### config.mk
export PLATFORM = sky130hd
export DESIGN_NAME = unified_mem_ctrl_flat
export DESIGN_NICKNAME = d
export VERILOG_FILES = /design/src/rtl/unified_mem_ctrl_if.sv /design/src/rtl/unified_mem_ctrl.sv /design/src/flat_wrapper.sv
export SDC_FILE = /design/constraint.sdc
export NUM_CORES = 1
export LEC_CHECK = 0
export ABC_AREA = 1
export ABC_CLOCK_PERIOD_IN_PS = 1800
export CORE_ASPECT_RATIO = 0.5
export CORE_MARGIN = 2
export CORE_UTILIZATION = 43
export DETAILED_ROUTE_END_ITERATION = 10
export PLACE_DENSITY_LB_ADDON = 0.05
export SYNTH_ARGS = -nofsm -noshare
export SYNTH_HDL_FRONTEND = slang
export SYNTH_SLANG_ARGS = --single-unit
### constraint.sdc
create_clock -name clk -period 1.8 [get_ports clk]
set_clock_uncertainty 0.05 [all_clocks]
set_input_delay 0.36 -clock clk [delete_from_list [all_inputs] [get_ports clk]]
set_output_delay 0.36 -clock clk [all_outputs]
set_load 0.01 [all_outputs]
### src/rtl/unified_mem_ctrl_if.sv
// unified_mem_ctrl_if: shared single-port memory bus.
// The controller drives the request side; the memory answers.
interface unified_mem_ctrl_if;
  logic        mem_req;
  logic        mem_we;
  logic [31:0] mem_addr;
  logic [31:0] mem_wdata;
  logic [31:0] mem_rdata;
  logic        mem_ready;

  modport master (
    output mem_req,
    output mem_we,
    output mem_addr,
    output mem_wdata,
    input  mem_rdata,
    input  mem_ready
  );

  modport slave (
    input  mem_req,
    input  mem_we,
    input  mem_addr,
    input  mem_wdata,
    output mem_rdata,
    output mem_ready
  );
endinterface

### src/rtl/unified_mem_ctrl.sv
// unified_mem_ctrl: fetch/data sequencer over one shared memory.
// Emits one cpu_en commit strobe per instruction.
module unified_mem_ctrl #(
  parameter logic [31:0] NOP_INSTR = 32'hE1A00000
) (
  input  logic               clk,
  input  logic               reset,
  input  logic [31:0]        pc,
  input  logic [31:0]        data_memory_addr,
  input  logic [31:0]        write_data,
  input  logic               mem_write,
  input  logic               mem_read,
  input  logic               halt,
  output logic [31:0]        instr,
  output logic [31:0]        read_data,
  output logic               cpu_en,
  output logic               halted,
  output logic [31:0]        retired,
  unified_mem_ctrl_if.master mem
);

  typedef enum logic [2:0] {
    S_FETCH,
    S_EXEC,
    S_DATA,
    S_COMMIT,
    S_HALT
  } state_t;

  state_t      state_q;
  state_t      state_d;
  logic        req;
  logic        done;
  logic        is_mem;
  logic        we_q;
  logic [31:0] addr_q;
  logic [31:0] wdata_q;

  // request is masked while reset is held so nothing leaks out
  assign mem.mem_req   = req & reset;
  assign mem.mem_we    = (state_q == S_DATA) & we_q;
  assign mem.mem_addr  = (state_q == S_FETCH) ? pc : addr_q;
  assign mem.mem_wdata = wdata_q;

  assign done   = mem.mem_req & mem.mem_ready;
  assign is_mem = mem_write | mem_read;

  // state register
  always_ff @(posedge clk or negedge reset) begin
    if (!reset) state_q <= S_FETCH;
    else        state_q <= state_d;
  end

  // next state and state-decoded strobes
  always_comb begin
    state_d = state_q;
    req     = 1'b0;
    cpu_en  = 1'b0;
    halted  = 1'b0;
    unique case (state_q)
      S_FETCH: begin
        req = 1'b1;
        if (mem.mem_ready) state_d = S_EXEC;
      end
      S_EXEC: begin
        if (is_mem) begin
          state_d = S_DATA;
        end else begin
          cpu_en  = 1'b1;
          state_d = halt ? S_HALT : S_FETCH;
        end
      end
      S_DATA: begin
        req = 1'b1;
        if (mem.mem_ready) state_d = S_COMMIT;
      end
      S_COMMIT: begin
        cpu_en  = 1'b1;
        state_d = halt ? S_HALT : S_FETCH;
      end
      S_HALT: begin
        halted = 1'b1;
        if (!halt) state_d = S_FETCH;
      end
      default: state_d = S_FETCH;
    endcase
  end

  // instruction, load data and latched data-request fields
  always_ff @(posedge clk or negedge reset) begin
    if (!reset) begin
      instr     <= NOP_INSTR;
      read_data <= 32'd0;
      we_q      <= 1'b0;
      addr_q    <= 32'd0;
      wdata_q   <= 32'd0;
    end else begin
      if (state_q == S_FETCH && done)
        instr <= mem.mem_rdata;
      if (state_q == S_EXEC && is_mem) begin
        addr_q  <= data_memory_addr;
        wdata_q <= write_data;
        we_q    <= mem_write;
      end
      if (state_q == S_DATA && done && !we_q)
        read_data <= mem.mem_rdata;
    end
  end

  // retired-instruction counter, wraps naturally
  always_ff @(posedge clk or negedge reset) begin
    if (!reset)      retired <= 32'd0;
    else if (cpu_en) retired <= retired + 32'd1;
  end

endmodule
### src/flat_wrapper.sv
// flat-port wrapper written by rule: the top's interface ports become plain ports
module unified_mem_ctrl_flat 
#(
  parameter logic [31:0] NOP_INSTR = 32'hE1A00000
)
  (clk, reset, pc, data_memory_addr, write_data, mem_write, mem_read, halt, instr, read_data, cpu_en, halted, retired, mem_mem_req, mem_mem_we, mem_mem_addr, mem_mem_wdata, mem_mem_rdata, mem_mem_ready);
  unified_mem_ctrl_if mem_i ();
  input  logic clk;
  input  logic reset;
  input  logic [31:0] pc;
  input  logic [31:0] data_memory_addr;
  input  logic [31:0] write_data;
  input  logic mem_write;
  input  logic mem_read;
  input  logic halt;
  output logic [31:0] instr;
  output logic [31:0] read_data;
  output logic cpu_en;
  output logic halted;
  output logic [31:0] retired;
  output wire logic [$bits(mem_i.mem_req)-1:0] mem_mem_req;
  output wire logic [$bits(mem_i.mem_we)-1:0] mem_mem_we;
  output wire logic [$bits(mem_i.mem_addr)-1:0] mem_mem_addr;
  output wire logic [$bits(mem_i.mem_wdata)-1:0] mem_mem_wdata;
  input wire logic [$bits(mem_i.mem_rdata)-1:0] mem_mem_rdata;
  input wire logic [$bits(mem_i.mem_ready)-1:0] mem_mem_ready;
  assign mem_mem_req = mem_i.mem_req;
  assign mem_mem_we = mem_i.mem_we;
  assign mem_mem_addr = mem_i.mem_addr;
  assign mem_mem_wdata = mem_i.mem_wdata;
  assign mem_i.mem_rdata = mem_mem_rdata;
  assign mem_i.mem_ready = mem_mem_ready;
  unified_mem_ctrl #(.NOP_INSTR(NOP_INSTR)) u_core (.clk(clk), .reset(reset), .pc(pc), .data_memory_addr(data_memory_addr), .write_data(write_data), .mem_write(mem_write), .mem_read(mem_read), .halt(halt), .instr(instr), .read_data(read_data), .cpu_en(cpu_en), .halted(halted), .retired(retired), .mem(mem_i));
endmodule
Word level (Yosys, flattened, before mapping)
Index checks and enable logic that the tools add are counted.
{"block": "classes", "n_addsub": 1, "n_mul": 0, "div": 0, "n_lt_le_gt_ge": 0, "eq_ne": 7, "shifts": 0, "n_mux": 11, "bitwise": 4, "reduce_logical": 8}
{"op": "$add A32 B1 Y32 const B", "n": 1}
{"op": "$mux W32", "n": 1}
{"op": "$mux W3", "n": 5}
{"op": "$pmux W3 S5", "n": 1}
{"op": "$eq A3 B2 Y1 const B", "n": 2}
{"op": "$ne A2 B2 Y1 const B", "n": 3}
{"op": "$logic_and A1 B1 Y1", "n": 4}
{"op": "$and A1 B1 Y1", "n": 3}
{"op": "$eq A3 B1 Y1 const B", "n": 1}
{"op": "$eq A3 B3 Y1 const B", "n": 1}
{"op": "$logic_not A3 Y1", "n": 1}
{"op": "$mux W1", "n": 3}
{"op": "$reduce_and A3 Y1", "n": 1}
{"op": "$pmux W1 S2", "n": 1}
{"op": "$reduce_or A2 Y1", "n": 1}
{"op": "$logic_not A1 Y1", "n": 1}
{"op": "$or A1 B1 Y1", "n": 1}
{"block": "word_totals", "reg_bits": 164, "latchBits": 0, "mem_bits_rw": 0, "romBits": 0, "inputBits": 134, "wordCells": 38, "mem_count": 0}

Depth between registers and ports, before layout
{"block": "logic_depth", "word_depth": 7, "mapped_depth": 10, "ltp_nobuf": 10}

Worst setup path before layout
OpenSTA, ideal clock, no wires.
{"block": "synth_timing", "kind": "reg2out", "start": "register u_core.state_q[0]", "end": "output port mem_mem_addr[10]", "arrival_ns": 1.272, "path_slack_ns": 0.118, "stages_incl_launch_ff": 5, "path_buffers": 1, "cell_sequence": "dfrtp_1 -> nor2_1 -> nand2_1 -> buf_2 -> mux2_2"}
{"block": "synth_between", "elab_chain_len": 2}
{"element": "start, declared", "line_no": "unified_mem_ctrl.sv:30", "text": "state_t state_q;"}
{"element": "start signal, assigned", "line_no": "unified_mem_ctrl.sv:51", "text": "else state_q <= state_d;"}
{"element": "$logic_not A3 Y1", "line_no": "unified_mem_ctrl.sv:42", "text": "assign mem.mem_addr = (state_q == S_FETCH) ? pc : addr_q;"}
{"element": "$mux W32", "line_no": "unified_mem_ctrl.sv:42"}
{"element": "end, declared", "line_no": "flat_wrapper.sv:23", "text": "output wire logic [$bits(mem_i.mem_addr)-1:0] mem_mem_addr;"}
No other way between the ends.

Final worst setup path
{"block": "layout_timing", "start": "register u_core.state_q[0]", "end": "output port mem_mem_addr[27]"}
Same word-level chain as after synthesis.

==> impl_metrics.ini <==
[power]
ir_drop_v = 0.000846
power_mw = 17.9
p_leak_nw = 5.43
powerDensity_nw_per_um2 = 1520

[floorplanning]
fp.dieH_um = 95.8
die_w_um = 188
num_rows = 33
ioPinCount = 298
core_area_um2 = 16400
dieArea_um2 = 18000
start_util = 0.441

[critical_path]
slowest_delay_ns = 0.40
critPathBufInv = 2
cp_slowest_cell = dfrtp_1
critPathTopFamily = flip-flops
required_ns = 1.39
path_cells = nor2_4, nand2_4, buf_16, mux2_2, buf_6
cp-end-kind = primary output
path_class = reg2out
cp-start-kind = flop
path_max_fanout = 16
cp.arrival_ns = 1.66

[grt]
grt_pass1_vias = 6138
antenna_found_initial = 0
grtUsageTotal = 0.230
grt_pass1_wl_um = 32100
overflow = 0
grt_max_degree = 102

[sta]
setup_slack_ns = -0.269
rsz0062_at_grt = yes
setup_viol = 34
period_needed_ns = 2.07
hold_violations = 0
worst_slew_pin_slew_ns = 0.560
fmax_mhz = 483
slew_violations = 0
period_share = 1.15
max_slew_margin = 0.626

[cts]
tritoncts = yes
cts-htree-levels = 4
cts_buffers = 17
clk_pin_slew_ns = 0.07
cts.sinks = 164
clockBufferDepth = 2
clkLatencyLatePin_ns = 0.42
cts_root_buf = clkbuf_16

[synth]
synth_cells = 720
synth_nets = 855
synth_area_um2 = 7250
avgSynthCellArea_um2 = 10.1
synth-seq-cells = 164
ys_seq_area_frac = 0.567
ys_types = 26
yosysWarnings = 0

[finish]
num_antenna_cells = 0
final_cell_mix = 228 x clkdlybuf4s50_1, 185 x nand2_1, 150 x dfrtp_1
drive_gt1_frac = 0.236
final_common_cell = clkdlybuf4s50_1
layout.cells.non_filler = 1312
nets = 1207
synthToLayoutAreaGrowth_pct = 62.7

[routing]
firstDrtPassIters = 4
wire_per_inst_um = 16.6
via_count = 6258
post_drt_via_cell_ratio = 4.77
detail-route-antenna-nets = 0
drc = 0
routed_wl_um = 21800
drt-initial-drc-count = 294

[placed_design]
dp.cells = 1250
io_buffers = 297
place.gp.congestion = 0.886
dpl.hpwl_um = 14500

[job]
maxCapViolations = 0

[run_status]
status = finished with violations
violations = negative setup slack

[hold_path]
worstHoldPathType = in2reg
## cell usage after synthesis, drive strengths merged
master / count / area [µm²]
nand2: 190 / 716
dfrtp: 158 / 3950
mux2: 96 / 1080
inv: 67 / 251
o21ai: 66 / 330
nor2: 46 / 178
nand3: 18 / 90.1
buf: 17 / 100
nand4: 11 / 68.8
xnor2: 11 / 96.3
clkbuf: 9 / 37.5
nor3: 9 / 56.3
xor2: 9 / 78.8
dfstp: 6 / 158
nand3b: 2 / 15.0
nor3b: 2 / 20.0
a21oi: 1 / 5.00
and3: 1 / 6.26
ha: 1 / 12.5
## worst paths after layout
kind	slack [ns]	cells after the start	startpoint	to
min in group asynchronous	0.53	3	reset	u_core.retired[8]
worst max-delay path	-0.27	5	u_core.state_q[0]	mem_mem_addr[27]
max in group asynchronous	0.31	4	reset	u_core.instr[21]
worst min-delay path	0.42	3	mem_mem_rdata[31]	u_core.instr[31]
worst max register to register	-0.02	11	u_core.state_q[0]	u_core.read_data[21]
worst min register to register	0.42	2	u_core.instr[24]	u_core.instr[24]
## cell type report
class                   instances  area [µm²]
multi-input cells             463        2830
clock buffers                  21         450
fillers                      1253        4630
repair buffers                359        3670
inverters                      67         251
well taps                     227         284
flip-flops and latches        164        4120
clock inverters                11         199
## timing repair
action / in CTS / in global routing
setup buffers: 18 / 4
gates resized for setup: 208 / 47
cloned: 2 / 7
setup endpoints to repair: 70 / 104
hold buffers: 1 / 0
pin swaps: 3 / 6
endpoints found under the hold margin: 47 / 0
## kinds of logic (layout without fill, tap and decap cells)
| family | count (synthesis) | count (layout) | share of synthesized area |
|---|---|---|---|
| xor+xnor | 20 | 20 | 0.0241 |
| buf+inv | 93 | 458 | 0.0536 |
| fa+ha+maj | 1 | 1 | 0.00172 |
| simple gates | 279 | 279 | 0.159 |
| compound gates | 67 | 67 | 0.0462 |
| mux | 96 | 96 | 0.149 |
| flops | 164 | 164 | 0.567 |
## flip-flops by register name, summed over array words and instances, names as in the netlist
register and cells:
u_core.retired 32, u_core.we_q 1, u_core.mem.mem_wdata 32, u_core.addr_q 32
u_core.instr 32, u_core.state_q 3, u_core.read_data 32
## metrics by stage
stage	setup WS, ns	hold WS (ns)	util	cell area, µm²	setup TNS (ns)
finish	-0.269	0.418	0.718	11800	-8.12
global placement	-0.302	0.411	0.651	10700	-18.29
CTS	-0.372	0.403	0.704	11600	-9.53
detailed placement	-0.342	0.415	0.651	10700	-23.46
floorplan	0.118	0.0144	-	7250	0
global route	-0.317	0.436	0.718	11800	-10.98
## power breakdown
part / internal, mW / leakage (nW) / total, mW / switching (mW)
registers: 5.27 / 1.95 / 6.08 / 0.816
clock network: 2.52 / 0.310 / 4.07 / 1.55
logic: 4.55 / 3.16 / 7.74 / 3.19
## routing by layer
metal / up-vias / part of all wire / track usage
met4: 0 / 0.014 / 0.0702
met2: 176 / 0.49 / 0.391
li1: 3039 / - / -
met1: 3022 / 0.42 / 0.281
met5: - / 0 / 0
met3: 21 / 0.076 / 0.0824
## worst register-to-register path, cell delays in order, from the launching register on
cell and delay (ns):
dfrtp_1 0.40, nor2_4 0.15, buf_4 0.13, buf_6 0.08, buf_6 0.09, nand2_4 0.04
buf_4 0.14, nor3_4 0.15, buf_12 0.19, clkbuf_16 0.17, nand2_1 0.05, o21ai_0 0.10
Power figures use the tool's default switching activity.
